<file path="src/rtl/pipe_slice.sv">
`default_nettype none
// ============================================================================
// pipe_slice : valid/ready pipeline register slice with a 2-entry skid buffer,
//              registered in_ready, synchronous flush and occupancy count.
// Revision   : 1.0
// ============================================================================
module pipe_slice #(
    parameter int               WIDTH     = 32,
    parameter logic [WIDTH-1:0] RESET_VAL = '0
) (
    input  logic             clk,
    input  logic             rstn,
    input  logic             flush,
    input  logic             in_valid,
    output logic             in_ready,
    input  logic [WIDTH-1:0] in_data,
    output logic             out_valid,
    input  logic             out_ready,
    output logic [WIDTH-1:0] out_data,
    output logic [1:0]       count
);

    logic             main_v;
    logic             skid_v;
    logic [WIDTH-1:0] main_d;
    logic [WIDTH-1:0] skid_d;
    logic             in_fire;
    logic             out_fire;

    // in_ready comes straight from the skid valid flop, so out_ready never
    // reaches it combinationally.
    assign in_ready  = ~skid_v;
    assign out_valid = main_v;
    assign out_data  = main_d;
    // skid_v implies main_v, so the sum reduces to these two bits.
    assign count     = {main_v & skid_v, main_v ^ skid_v};

    assign in_fire  = in_valid & ~skid_v;
    assign out_fire = main_v & out_ready;

    always_ff @(posedge clk) begin
        if (!rstn) begin
            main_v <= 1'b0;
            skid_v <= 1'b0;
            main_d <= RESET_VAL;
            skid_d <= RESET_VAL;
        end else if (flush) begin
            // Data registers keep their contents; only occupancy is squashed.
            main_v <= 1'b0;
            skid_v <= 1'b0;
        end else if (skid_v) begin
            if (out_fire) begin
                main_d <= skid_d;
                skid_v <= 1'b0;
            end
        end else if (main_v) begin
            if (in_fire && out_fire) begin
                main_d <= in_data;
            end else if (in_fire) begin
                skid_d <= in_data;
                skid_v <= 1'b1;
            end else if (out_fire) begin
                main_v <= 1'b0;
            end
        end else if (in_fire) begin
            main_d <= in_data;
            main_v <= 1'b1;
        end
    end

endmodule
`default_nettype wire

</file>
<file path="config.mk">
export PLATFORM = sky130hd
export DESIGN_NAME = pipe_slice
export DESIGN_NICKNAME = d
export VERILOG_FILES = /design/src/rtl/pipe_slice.sv
export SDC_FILE = /design/constraint.sdc
export NUM_CORES = 1
export LEC_CHECK = 0
export ABC_AREA = 1
export CAP_MARGIN = 15
export CORE_UTILIZATION = 51
export CTS_CLUSTER_DIAMETER = 30
export DETAILED_ROUTE_END_ITERATION = 10
export PLACE_DENSITY = 0.8
export SLEW_MARGIN = 20
export SYNTH_ARGS = -nofsm -noshare
export SYNTH_HDL_FRONTEND = slang
export SYNTH_SLANG_ARGS = --single-unit
</file>
<file path="constraint.sdc">
create_clock -name clk -period 1.6 [get_ports clk]
set_clock_uncertainty 0.05 [all_clocks]
set_input_delay 0.32 -clock clk [delete_from_list [all_inputs] [get_ports clk]]
set_output_delay 0.32 -clock clk [all_outputs]
set_load 0.01 [all_outputs]
</file>
======== Word level (Yosys, flattened, before mapping) ========
Cells that the tools add are included.
operators by class
  eq/ne operators ......................... 2
  bitwise logic cells ..................... 8
  reductions and logical operators ........ 5
  mux-type cells .......................... 13
operator list
  cell                  number
  $mux W32              5
  $mux W1               8
  $reduce_and A5 Y1     1
  $not A1 Y1            4
  $reduce_and A4 Y1     1
  $and A1 B1 Y1         3
  $ne A3 B1 Y1 const B  1
  $reduce_bool A3 Y1    1
  $ne A2 B1 Y1 const B  1
  $reduce_or A2 Y1      1
  $logic_and A1 B1 Y1   1
  $xor A1 B1 Y1         1
storage, ports and cells
  bits in registers ....................... 66

======== Logic depth before layout (Yosys ltp) ========
  depth after elaboration ................. 6
  mapped depth ............................ 9

======== Least setup slack after synthesis ========
No wires, ideal clock.
  path kind ............................... reg-to-reg
  start point ............................. register main_v, in the netlist out_valid
  end point ............................... register main_d[10], in the netlist out_data[10]
  cell stages (with the launch flop) ...... 8
  data required time ...................... 1.440 ns
  setup slack ............................. 0.108 ns
  setup time .............................. 0.110 ns
  data arrival time ....................... 1.332 ns
  cell sequence ........................... dfxtp_1 > inv_1 > ha_1 > nand2_1 > clkbuf_1 > nand4_1 > nand2_1 > nor2_1
on the way
  longest elaborated chain between the ends .. 4
RTL lines
  what                                RTL line  source
  from (decl)                         23        logic main_v;
  from (signal assigned)              43        main_v <= 1'b0;
  from (signal assigned)              49        main_v <= 1'b0;
  from (signal assigned)              63        main_v <= 1'b0;
  $and A1 B1 Y1                       39        assign out_fire = main_v & out_ready;
  $logic_and A1 B1 Y1                 57        if (in_fire && out_fire) begin
  $ne A3 B1 Y1 (no source line)       -
  $reduce_and A4 Y1 (no source line)  -
  to (signal assigned)                53        main_d <= skid_d;
  to (signal assigned)                58        main_d <= in_data;
  to (signal assigned)                66        main_d <= in_data;
  to (decl)                           25        logic [WIDTH-1:0] main_d;
Several ways; a longest one is shown, not always the timed one.
A chain may end at the register's enable or synchronous reset.

======== Worst setup path in the final report ========
  start point ............................. register main_d[20], in the netlist out_data[20]
  end point ............................... output out_data[20]
RTL lines
  what       RTL line  source
  to (decl)  19        output logic [WIDTH-1:0] out_data,
No word-level cell between the ends.

==> summary.md <==
| Metric | Value |
|---|---|
| Outcome | finished with violations |
| Failing checks | DRC |
| Rows | 29 |
| Relative slew slack | 74.5% |
| Startpoint types | flip-flop |
| Tcrit/Tclk final | 97.6% |
| Sw frac | 27.3% |
| Vias in the first global route | 3374 |
| RSZ-0062 raised after global routing | yes |
| Starting Density | 53.8% |
| Worst skew pair latency | 330 ps |
| Worst slew pin tran | 382 ps |
| Met3 wire length | 332 um |
| Yosys reg bits | 66 |
| Aggregate global-route resource usage | 24.1% |
| Max Cap Violations | 0 |
| Yosys warns | 0 |
| Synth area leaders | dfxtp_1 (38%), nand2_1 (14%), inv_1 (13%) |
| Num ports | 73 |
| Placed Area | 4380 um^2 |
| Die width | 84.8 um |
| Ant. Diodes | 0 |
| Worst min-delay path class | in -> reg |
| CP max FO | 2 |
| Highest metal used | met4 |
| Int Pwr | 2.67 mW |
| Setup Fix Bufs, Post-CTS | 0 |
| CP max stage delay | 530 ps |
| Share of layout cells above drive strength 1 | 6.39% |
| VDD IR max | 0.000471 V |
| Iteration-0 DRC count of the detailed router | 194 |
| Clock share of power | 34.1% |
| Die Y | 84.8 um |
| Largest area contributor in the netlist | dfxtp_1 |
| Non-Filler Instances | 719 |
| Non-Filler Cell Area, Final | 4590 um^2 |
| Placed cells | 704 |
| Number of fill cells | 539 |
| Via density per instance | 4.82 |
| CTS Buffer Depth | 2 |
| Met2 routed WL | 3890 um |
| Largest net degree at the start of global routing | 43 |
| CTS sink cnt | 66 |
| M1 wire length | 3670 um |
| Netlist cell types | 18 |
| Pre-Repair DR Iteration Count | 10 |
| Max Transition Viols Final | 0 |
| Final setup violation count | 0 |
| Initial antenna violation count | 0 |
| Crit path cell chain | clkdlybuf4s50_1 |
| Total power | 3.67 mW |
| Die footprint | 7190 um^2 |
| Port bufs | 72 |
| Final Hold Viols | 0 |
| Final nets | 678 |
| Syn Area/Cell | 6.11 um^2 |
| Worst EP arrival | 1190 ps |
| Worst setup EP type | output port |
| Root buf cell | clkbuf_8 |
| WP data required | 1230 ps |
| GRT overflow | 0 |
| Synthesized net count | 612 |
| Comb pwr share | 18.0% |
| Fmax | 640 MHz |
| H-tree depth | 3 |
| Area Overhead vs Synth | 31.2% |
| Post-route DRC | 6 |
| Slowest CP cell | clkdlybuf4s50_1 |
| Crit path kind | reg -> out |
| Hold WS | 310 ps |
| Area of the mapped netlist | 3500 um^2 |
| Placeable core area | 6490 um^2 |
| Clock-pin slew on the worst setup and hold paths | 70 ps |
| CTS tree | done |
| Vias | 3463 |
| Min Tclk post-route | 1560 ps |
| Critical path buffers and inverters | 1 |
| P_leak | 2.71 nW |
| Multi-input logic area | 1560 um^2 |
| Synth top area share | 37.8% |
| First-pass GRT wire length | 14000 um |
| Routed WL per cell | 11.2 um |
| Crit path max-delay family | buffers and inverters |
| TNS Setup | 0 ps |
| Hold-fix buffer count after cts | 0 |
| Flop pwr share | 47.9% |
| RD Place Congestion | 0.798 |
| Total CTS buffers | 9 |
| Antenna viol nets, final | 0 |
| Reg area | 1320 um^2 |
| Final wirelength | 8070 um |
| Mapped Cells | 572 |
| Post-synthesis sequential area ratio | 37.8% |
| Total power divided by cell area | 801 nW/um^2 |
| Hpwl dp | 5140 um |
| Switch Pwr | 1.00 mW |
[metrics by stage]
stage	worst slack [ps]	util [%]
after global routing	-18.0	70.6
after global placement	-198	67.4
final	38.2	70.6
after floorplan	108	-
after detailed placement	-261	67.4
after CTS	0.367	69.7
[final timing paths]
kind	from	end	slack [ps]	depth (start not counted)
hold reg to reg	out_data[13]	out_data[13]	460	4
setup reg to reg	skid_v	out_data[23]	80	8
setup / recovery	out_data[20]	out_data[20]	40	1
hold / removal	rstn	skid_v	310	4
[kinds of logic after synthesis]
| kind of cell | synth area share (%) |
|---|---|
| AND/OR/NAND/NOR | 37.3 |
| buffers and inverters | 18.5 |
| flip-flops | 37.8 |
| AO/OA/AOI/OAI | 5.33 |
| adder cells (fa/ha/maj) | 1.07 |
[layer usage]
layer  global-route usage (%)  vias to the layer above
met1                     28.1                     1549
met5                        0                        -
met2                     43.4                      100
li1                         -                     1797
met4                     11.2                        0
met3                     3.44                       17
[area by class of cell]
type                       instances  area share [%]
clock buffer                      13            3.46
clock inverter                     2           0.273
inverter                         135            11.0
multi-input combinational        339            33.9
sequential                        66            28.8
tap                               77            2.10
timing repair buffer              87            20.3
[synth_stat cells]
master / instances
o21ai_0: 34
buf_1: 1
nand4_2: 1
and2_1: 32
nor2_2: 1
clkbuf_1: 14
inv_2: 2
ha_1: 3
dfxtp_1: 66
clkinv_1: 11
a21oi_2: 1
inv_1: 122
nand3_2: 1
buf_2: 17
a21boi_0: 1
nand4_1: 32
nor2_1: 98
nand2_1: 135
[cells in the final DEF, fill, tap and decap left out, types with 2 or more instances in the layout]
cell type,netlist,layout
and2_1,32,32
buf_12,0,7
buf_2,17,2
buf_4,0,7
clkbuf_1,14,2
clkbuf_8,0,11
clkdlybuf4s50_1,0,37
clkinv_1,11,11
dfxtp_1,66,65
dlygate4sd2_1,0,15
dlymetal6s2s_1,0,17
ha_1,3,2
inv_1,122,122
inv_2,2,2
nand2_1,135,133
nand2_2,0,2
nand4_1,32,32
nor2_1,98,98
o21ai_0,34,34
[flip-flops by register name, summed over array words and instances, names as in the netlist]
register,flops
out_data,32
skid_v,1
out_valid,1
skid_d,32
[power groups by stage]
stage / Combinational, mW / Sequential, mW / Clock, mW
final: 0.660 / 1.76 / 1.25
after global routing: 0.739 / 1.77 / 1.35
after CTS: 0.665 / 1.76 / 1.28
after detailed placement: 0.678 / 1.80 / 0
after global placement: 0.663 / 1.80 / 0
after floorplan: 0.322 / 1.83 / 0
[worst reg2reg max path: cells and delay by family, from the launching register on]
kind	cells	cell delay, ps
buffers and inverters	4	580
flip-flops	1	330
AND/OR/NAND/NOR	3	300
AO/OA/AOI/OAI	1	200
[what timing repair did]
action | CTS | global route
pin swaps | 0 | 0
setup endpoints to repair | 17 | 52
resized for setup | 21 | 24
No activity file was read; power rests on OpenSTA's default activity.
